$ cat src/rtl/fetch_stage.sv
// Instruction fetch stage: a single-outstanding memory requester feeding a 2-entry
// {pc, instruction} FIFO toward decode. Optional FETCH_COUNT_EN adds a transfer counter.
module fetch_stage #(
  parameter int                 ADDR_W   = 8,
  parameter logic [ADDR_W-1:0]  RESET_PC = '0
) (
  input  logic              clk,
  input  logic              rst_n,
  output logic              mem_req,
  output logic [ADDR_W-1:0] mem_addr,
  input  logic              mem_ack,
  input  logic [15:0]       mem_data,
  output logic [15:0]       palavra,
  output logic              inst_valid,
  output logic [ADDR_W-1:0] inst_pc,
  input  logic              stall,
  input  logic              redirect,
  input  logic [ADDR_W-1:0] redirect_pc,
`ifdef FETCH_COUNT_EN
  output logic [15:0]       fetch_count,
`endif
  output logic [1:0]        dbg_state
);

  // Handshakes: memory accepts when mem_req && mem_ack (data valid same cycle);
  // decode accepts when inst_valid && !stall. Redirect cancels both in its cycle.
  typedef enum logic [1:0] {S_IDLE = 2'd0, S_WAIT = 2'd1, S_DROP = 2'd2} state_t;

  state_t            state_q, state_d;
  logic [ADDR_W-1:0] addr_q, addr_d;
  logic [ADDR_W-1:0] pc_q, pc_d;
  logic [1:0]        cnt_q, cnt_d;
  logic              head_q, tail_q;
  logic [ADDR_W-1:0] pc_mem_q   [2];
  logic [15:0]       data_mem_q [2];

  logic       push, pop;
  logic [1:0] occ_pop, occ_next;

  assign inst_valid = (cnt_q != 2'd0);
  assign palavra    = data_mem_q[head_q];
  assign inst_pc    = pc_mem_q[head_q];
  assign mem_req    = (state_q == S_WAIT) || (state_q == S_DROP);
  assign mem_addr   = addr_q;
  assign dbg_state  = state_q;

  always_comb begin
    pop      = inst_valid & ~stall & ~redirect;
    push     = (state_q == S_WAIT) & mem_ack & ~redirect;
    occ_pop  = cnt_q - {1'b0, pop};
    occ_next = cnt_q + {1'b0, push} - {1'b0, pop};
    cnt_d    = redirect ? 2'd0 : occ_next;
    state_d  = state_q;
    addr_d   = addr_q;
    pc_d     = pc_q;
    case (state_q)
      S_IDLE: begin
        if (redirect) begin
          state_d = S_WAIT;
          addr_d  = redirect_pc;
          pc_d    = redirect_pc;
        end else if (occ_pop < 2'd2) begin
          state_d = S_WAIT;
          addr_d  = pc_q;
        end
      end
      S_WAIT: begin
        if (redirect) begin
          pc_d = redirect_pc;
          if (mem_ack) begin
            addr_d = redirect_pc;
          end else begin
            state_d = S_DROP;
          end
        end else if (mem_ack) begin
          addr_d  = addr_q + 1'b1;
          pc_d    = addr_q + 1'b1;
          state_d = (occ_next < 2'd2) ? S_WAIT : S_IDLE;
        end
      end
      S_DROP: begin
        // mem_addr stays on the abandoned request; pc_q carries the redirect target.
        if (redirect) pc_d = redirect_pc;
        if (mem_ack) begin
          state_d = S_WAIT;
          addr_d  = redirect ? redirect_pc : pc_q;
        end
      end
      default: state_d = S_IDLE;
    endcase
  end

  always_ff @(posedge clk or negedge rst_n) begin
    if (!rst_n) begin
      state_q       <= S_IDLE;
      addr_q        <= RESET_PC;
      pc_q          <= RESET_PC;
      cnt_q         <= 2'd0;
      head_q        <= 1'b0;
      tail_q        <= 1'b0;
      pc_mem_q[0]   <= '0;
      pc_mem_q[1]   <= '0;
      data_mem_q[0] <= '0;
      data_mem_q[1] <= '0;
    end else begin
      state_q <= state_d;
      addr_q  <= addr_d;
      pc_q    <= pc_d;
      cnt_q   <= cnt_d;
      if (redirect) begin
        head_q <= 1'b0;
        tail_q <= 1'b0;
      end else begin
        if (push) begin
          pc_mem_q[tail_q]   <= addr_q;
          data_mem_q[tail_q] <= mem_data;
          tail_q             <= ~tail_q;
        end
        if (pop) head_q <= ~head_q;
      end
    end
  end

`ifdef FETCH_COUNT_EN
  logic [15:0] fcnt_q;
  assign fetch_count = fcnt_q;
  always_ff @(posedge clk or negedge rst_n) begin
    if (!rst_n)   fcnt_q <= 16'd0;
    else if (pop) fcnt_q <= fcnt_q + 16'd1;
  end
`endif

endmodule

$ cat config.mk
export PLATFORM = sky130hd
export DESIGN_NAME = fetch_stage
export DESIGN_NICKNAME = d
export VERILOG_FILES = /design/src/rtl/fetch_stage.sv
export SDC_FILE = /design/constraint.sdc
export NUM_CORES = 1
export LEC_CHECK = 0
export CAP_MARGIN = 20
export CELL_PAD_IN_SITES_DETAIL_PLACEMENT = 0
export CELL_PAD_IN_SITES_GLOBAL_PLACEMENT = 1
export CORE_MARGIN = 2
export CORE_UTILIZATION = 26
export DETAILED_ROUTE_END_ITERATION = 8
export PLACE_DENSITY = 0.55
export SYNTH_ARGS = -nofsm -noshare
export SYNTH_HDL_FRONTEND = slang
export SYNTH_SLANG_ARGS = --single-unit
$ cat constraint.sdc
create_clock -name clk -period 4.5 [get_ports clk]
set_clock_uncertainty 0.15 [all_clocks]
set_input_delay 0.675 -clock clk [delete_from_list [all_inputs] [get_ports clk]]
set_output_delay 0.675 -clock clk [all_outputs]
set_load 0.02 [all_outputs]
==> impl_metrics.tcl <==
set metrics [dict create \
    hold_class "input pin to asynchronous set/reset pin" \
    max_freq_mhz 358 \
    path_buf_inv 3 \
    io_buffers 64 \
    synth_area_leader_cell "dfrtp_1" \
    status "complete, no violations" \
    ys_seq_area_share_pct 47.6 \
    synth_ff_type "dfrtp_1" \
    avgSynthCellArea_sq_um 12.6 \
    slew_violations 0 \
    fin_setup_tns_ps 0 \
    synth-seq-cells 70 \
    cts_num_sinks 70 \
    clkLatencyLatePin_ps 340 \
    postCtsSetupBuffers 0 \
    ios 65 \
    tightestPinTransition_ps 625 \
    grt_pass1_wl_microns 14300 \
    syn_nets 329 \
    crit_chain "inv_1 -> ha_1 -> buf_4 -> nor2b_4 -> nand2_4 -> ha_1 -> inv_1 -> ha_1 -> xnor3_1 -> a21oi_1 -> nor2_1 -> mux2_2" \
    period_share_pct 62.1 \
    coreArea_sq_um 13800 \
    overflow 0 \
    ctsHtreeMaxLevel 3 \
    multi_input_area_sq_um 1770 \
    drt_iter0_markers 151 \
    cts_buffers 9 \
    hpwl_microns 5800 \
    cts_hold_buf 0 \
    area_growth_pct 30.3 \
    yosys-top-cells-area "dfrtp_1 48%, mux2_2 16%, mux2_4 7.3%" \
    crit_top_cell "ha_1" \
    synthArstFlopShare_pct 100 \
    synth_top_family_by_area "multiplexers" \
    crit_path_max_fanout 20 \
    clk_pin_slew_ps 50 \
    vias 2461 \
    first_pass_iters 4 \
    ff_latch_area_sq_um 1750 \
    fin_crit_ps 2800 \
    cp_slowest_stage_delay_ps 440 \
    critPathSlowestCell "dfrtp_1" \
    yosysMostFrequentCell "dfrtp_1" \
    nFillCells 1354 \
    design.final.nets 393 \
    die_w_microns 123 \
    dieArea_sq_um 15100 \
    crit_arrival_ps 2870 \
    relSlewSlack_pct 58.4 \
    antenna_cells 0 \
    synth_xor_area_share_pct 2.28 \
    cts_tree "built" \
    synth.top_cell.area_share_pct 47.6 \
    ctsResizeCount 0 \
    wl_microns 8820 \
    first_global_vias 2601 \
    hold_viol_final 0 \
    power_density_nw_per_um2 753 \
    drc 0 \
    synth_mux_area_share_pct 24.5 \
    dieHeight_microns 123 \
    grt_start_max_net_pins 44 \
    cp-start-kind "flip-flop" \
    syn_inst 293 \
    cts_root_buf "clkbuf_16" \
    worstSetupPathType "flip-flop to flip-flop" \
    yosysWarnings 0 \
    maxCapViolCount 0 \
    rsz0062_at_grt "false" \
    synth_edf_count 0 \
    final_layout_size_suffix_gt1_share_pct 28.5 \
    cts_buffer_depth 2 \
    yosys.area_share.simple_pct 9.15 \
    initial_core_util_pct 26.6 \
    synth_compound_area_share_pct 9.80 \
    crit_required_ps 4570 \
    vdd_drop_max_uv 314 \
    row_count 43 \
    vias_per_cell 4.54 \
    wire_per_inst_microns 16.3 \
    antenna_found_initial 0 \
    grt_usage_pct 12.8 \
    synth_common_cells "70 x dfrtp_1, 53 x mux2_2, 24 x nor2_1" \
    p_leak_uw 0.00206 \
    hold_ws_ps 199 \
    setup_viol 0 \
    synthAdderAreaFrac_pct 2.38 \
    drtAntennaViolNets 0 \
    synth.distinct_cells 50 \
    syn_area_sq_um 3680 \
    endpoint_kind "flip-flop" \
    place_congestion 0.778 \
    critical_path.top_delay_family "adder cells" \
]
-- worst reg2reg max path: cells and delay by family, from the launching register on --
family / cells / cell delay [ps]
buffers and inverters: 3 / 430
multiplexers: 1 / 260
adder cells (fa/ha/maj): 3 / 600
AO/OA/AOI/OAI: 1 / 150
flip-flops: 1 / 440
AND/OR/NAND/NOR: 3 / 440
XOR/XNOR: 1 / 220
-- cell type report --
cell class,count,area share (%)
Multi-Input combinational cell,198,36.9
Sequential cell,70,36.6
Clock inverter,3,0.836
Inverter,9,0.705
Clock buffer,13,5.85
Tap cell,180,4.70
Timing Repair Buffer,69,14.5
-- path summary, 6_finish.rpt --
path	slack [ps]	end	cells past startpoint	from
setup / recovery	1700	dbg_state[0]	12	dbg_state[1]
hold / removal	200	data_mem_q[22]	1	rst_n
setup reg to reg	1700	dbg_state[0]	12	dbg_state[1]
hold reg to reg	320	pc_mem_q[0]	2	pc_mem_q[0]
max in group asynchronous	3210	data_mem_q[23]	2	rst_n
min in group clk	320	pc_mem_q[0]	2	pc_mem_q[0]
-- power breakdown --
part | internal, uW | switching [uW] | total (uW)
registers | 924 | 238 | 1160
logic | 903 | 787 | 1690
clock network | 488 | 270 | 758
total | 2310 | 1290 | 3610
-- layout by cell type, fill, tap and decap left out, types with 3 or more instances in the layout --
master	synthesis	layout
clkdlybuf4s50_1	0	63
o21ai_0	11	11
clkbuf_8	0	4
a21oi_1	12	12
mux2_2	53	53
a221o_1	3	3
ha_1	7	7
dfrtp_1	70	70
clkbuf_16	0	9
o22a_1	3	3
xor2_1	3	3
nand3_1	6	6
nand2_1	8	8
o21a_1	3	3
inv_1	9	9
nor2_1	24	24
buf_4	2	4
mux2_4	18	18
a211o_1	3	3
a31oi_1	3	3
xnor2_1	4	4
and2_1	3	3
-- routing by layer --
layer  global-route usage (%)  part of all wire, %  up-vias
met5                        0                    0        -
met4                     4.38                  1.7        0
met3                     3.97                  4.0       10
met2                     20.5                   49       49
met1                     16.3                   45     1224
li1                         -                    -     1178
-- state kept, by name (all words and copies together), names as in the netlist --
signal / count
data_mem_q: 32
cnt_q: 2
dbg_state: 2
mem_addr: 8
pc_q: 8
pc_mem_q: 16
head_q: 1
tail_q: 1
-- metrics by stage --
step | power (uW) | instances | area, sq um | util (%) | worst slack, ps
CTS | 3660 | 541 | 4760 | 34.5 | 1670
detailed placement | 2880 | 525 | 4440 | 32.1 | 1410
global placement | 2860 | 525 | 4440 | 32.1 | 1420
finish | 3610 | 542 | 4790 | 34.7 | 1700
global route | 3860 | 542 | 4790 | 34.7 | 1470
floorplan | 2270 | 293 | 3680 | - | 1770
-- cells by family (layout without fill, tap and decap cells) --
logic type / count (synthesis) / after routing
AO/OA/AOI/OAI: 52 / 52
XOR/XNOR: 8 / 8
adder cells (fa/ha/maj): 7 / 7
buffers and inverters: 25 / 94
flip-flops: 70 / 70
multiplexers: 74 / 74
AND/OR/NAND/NOR: 57 / 57
Power figures use the tool's default switching activity.
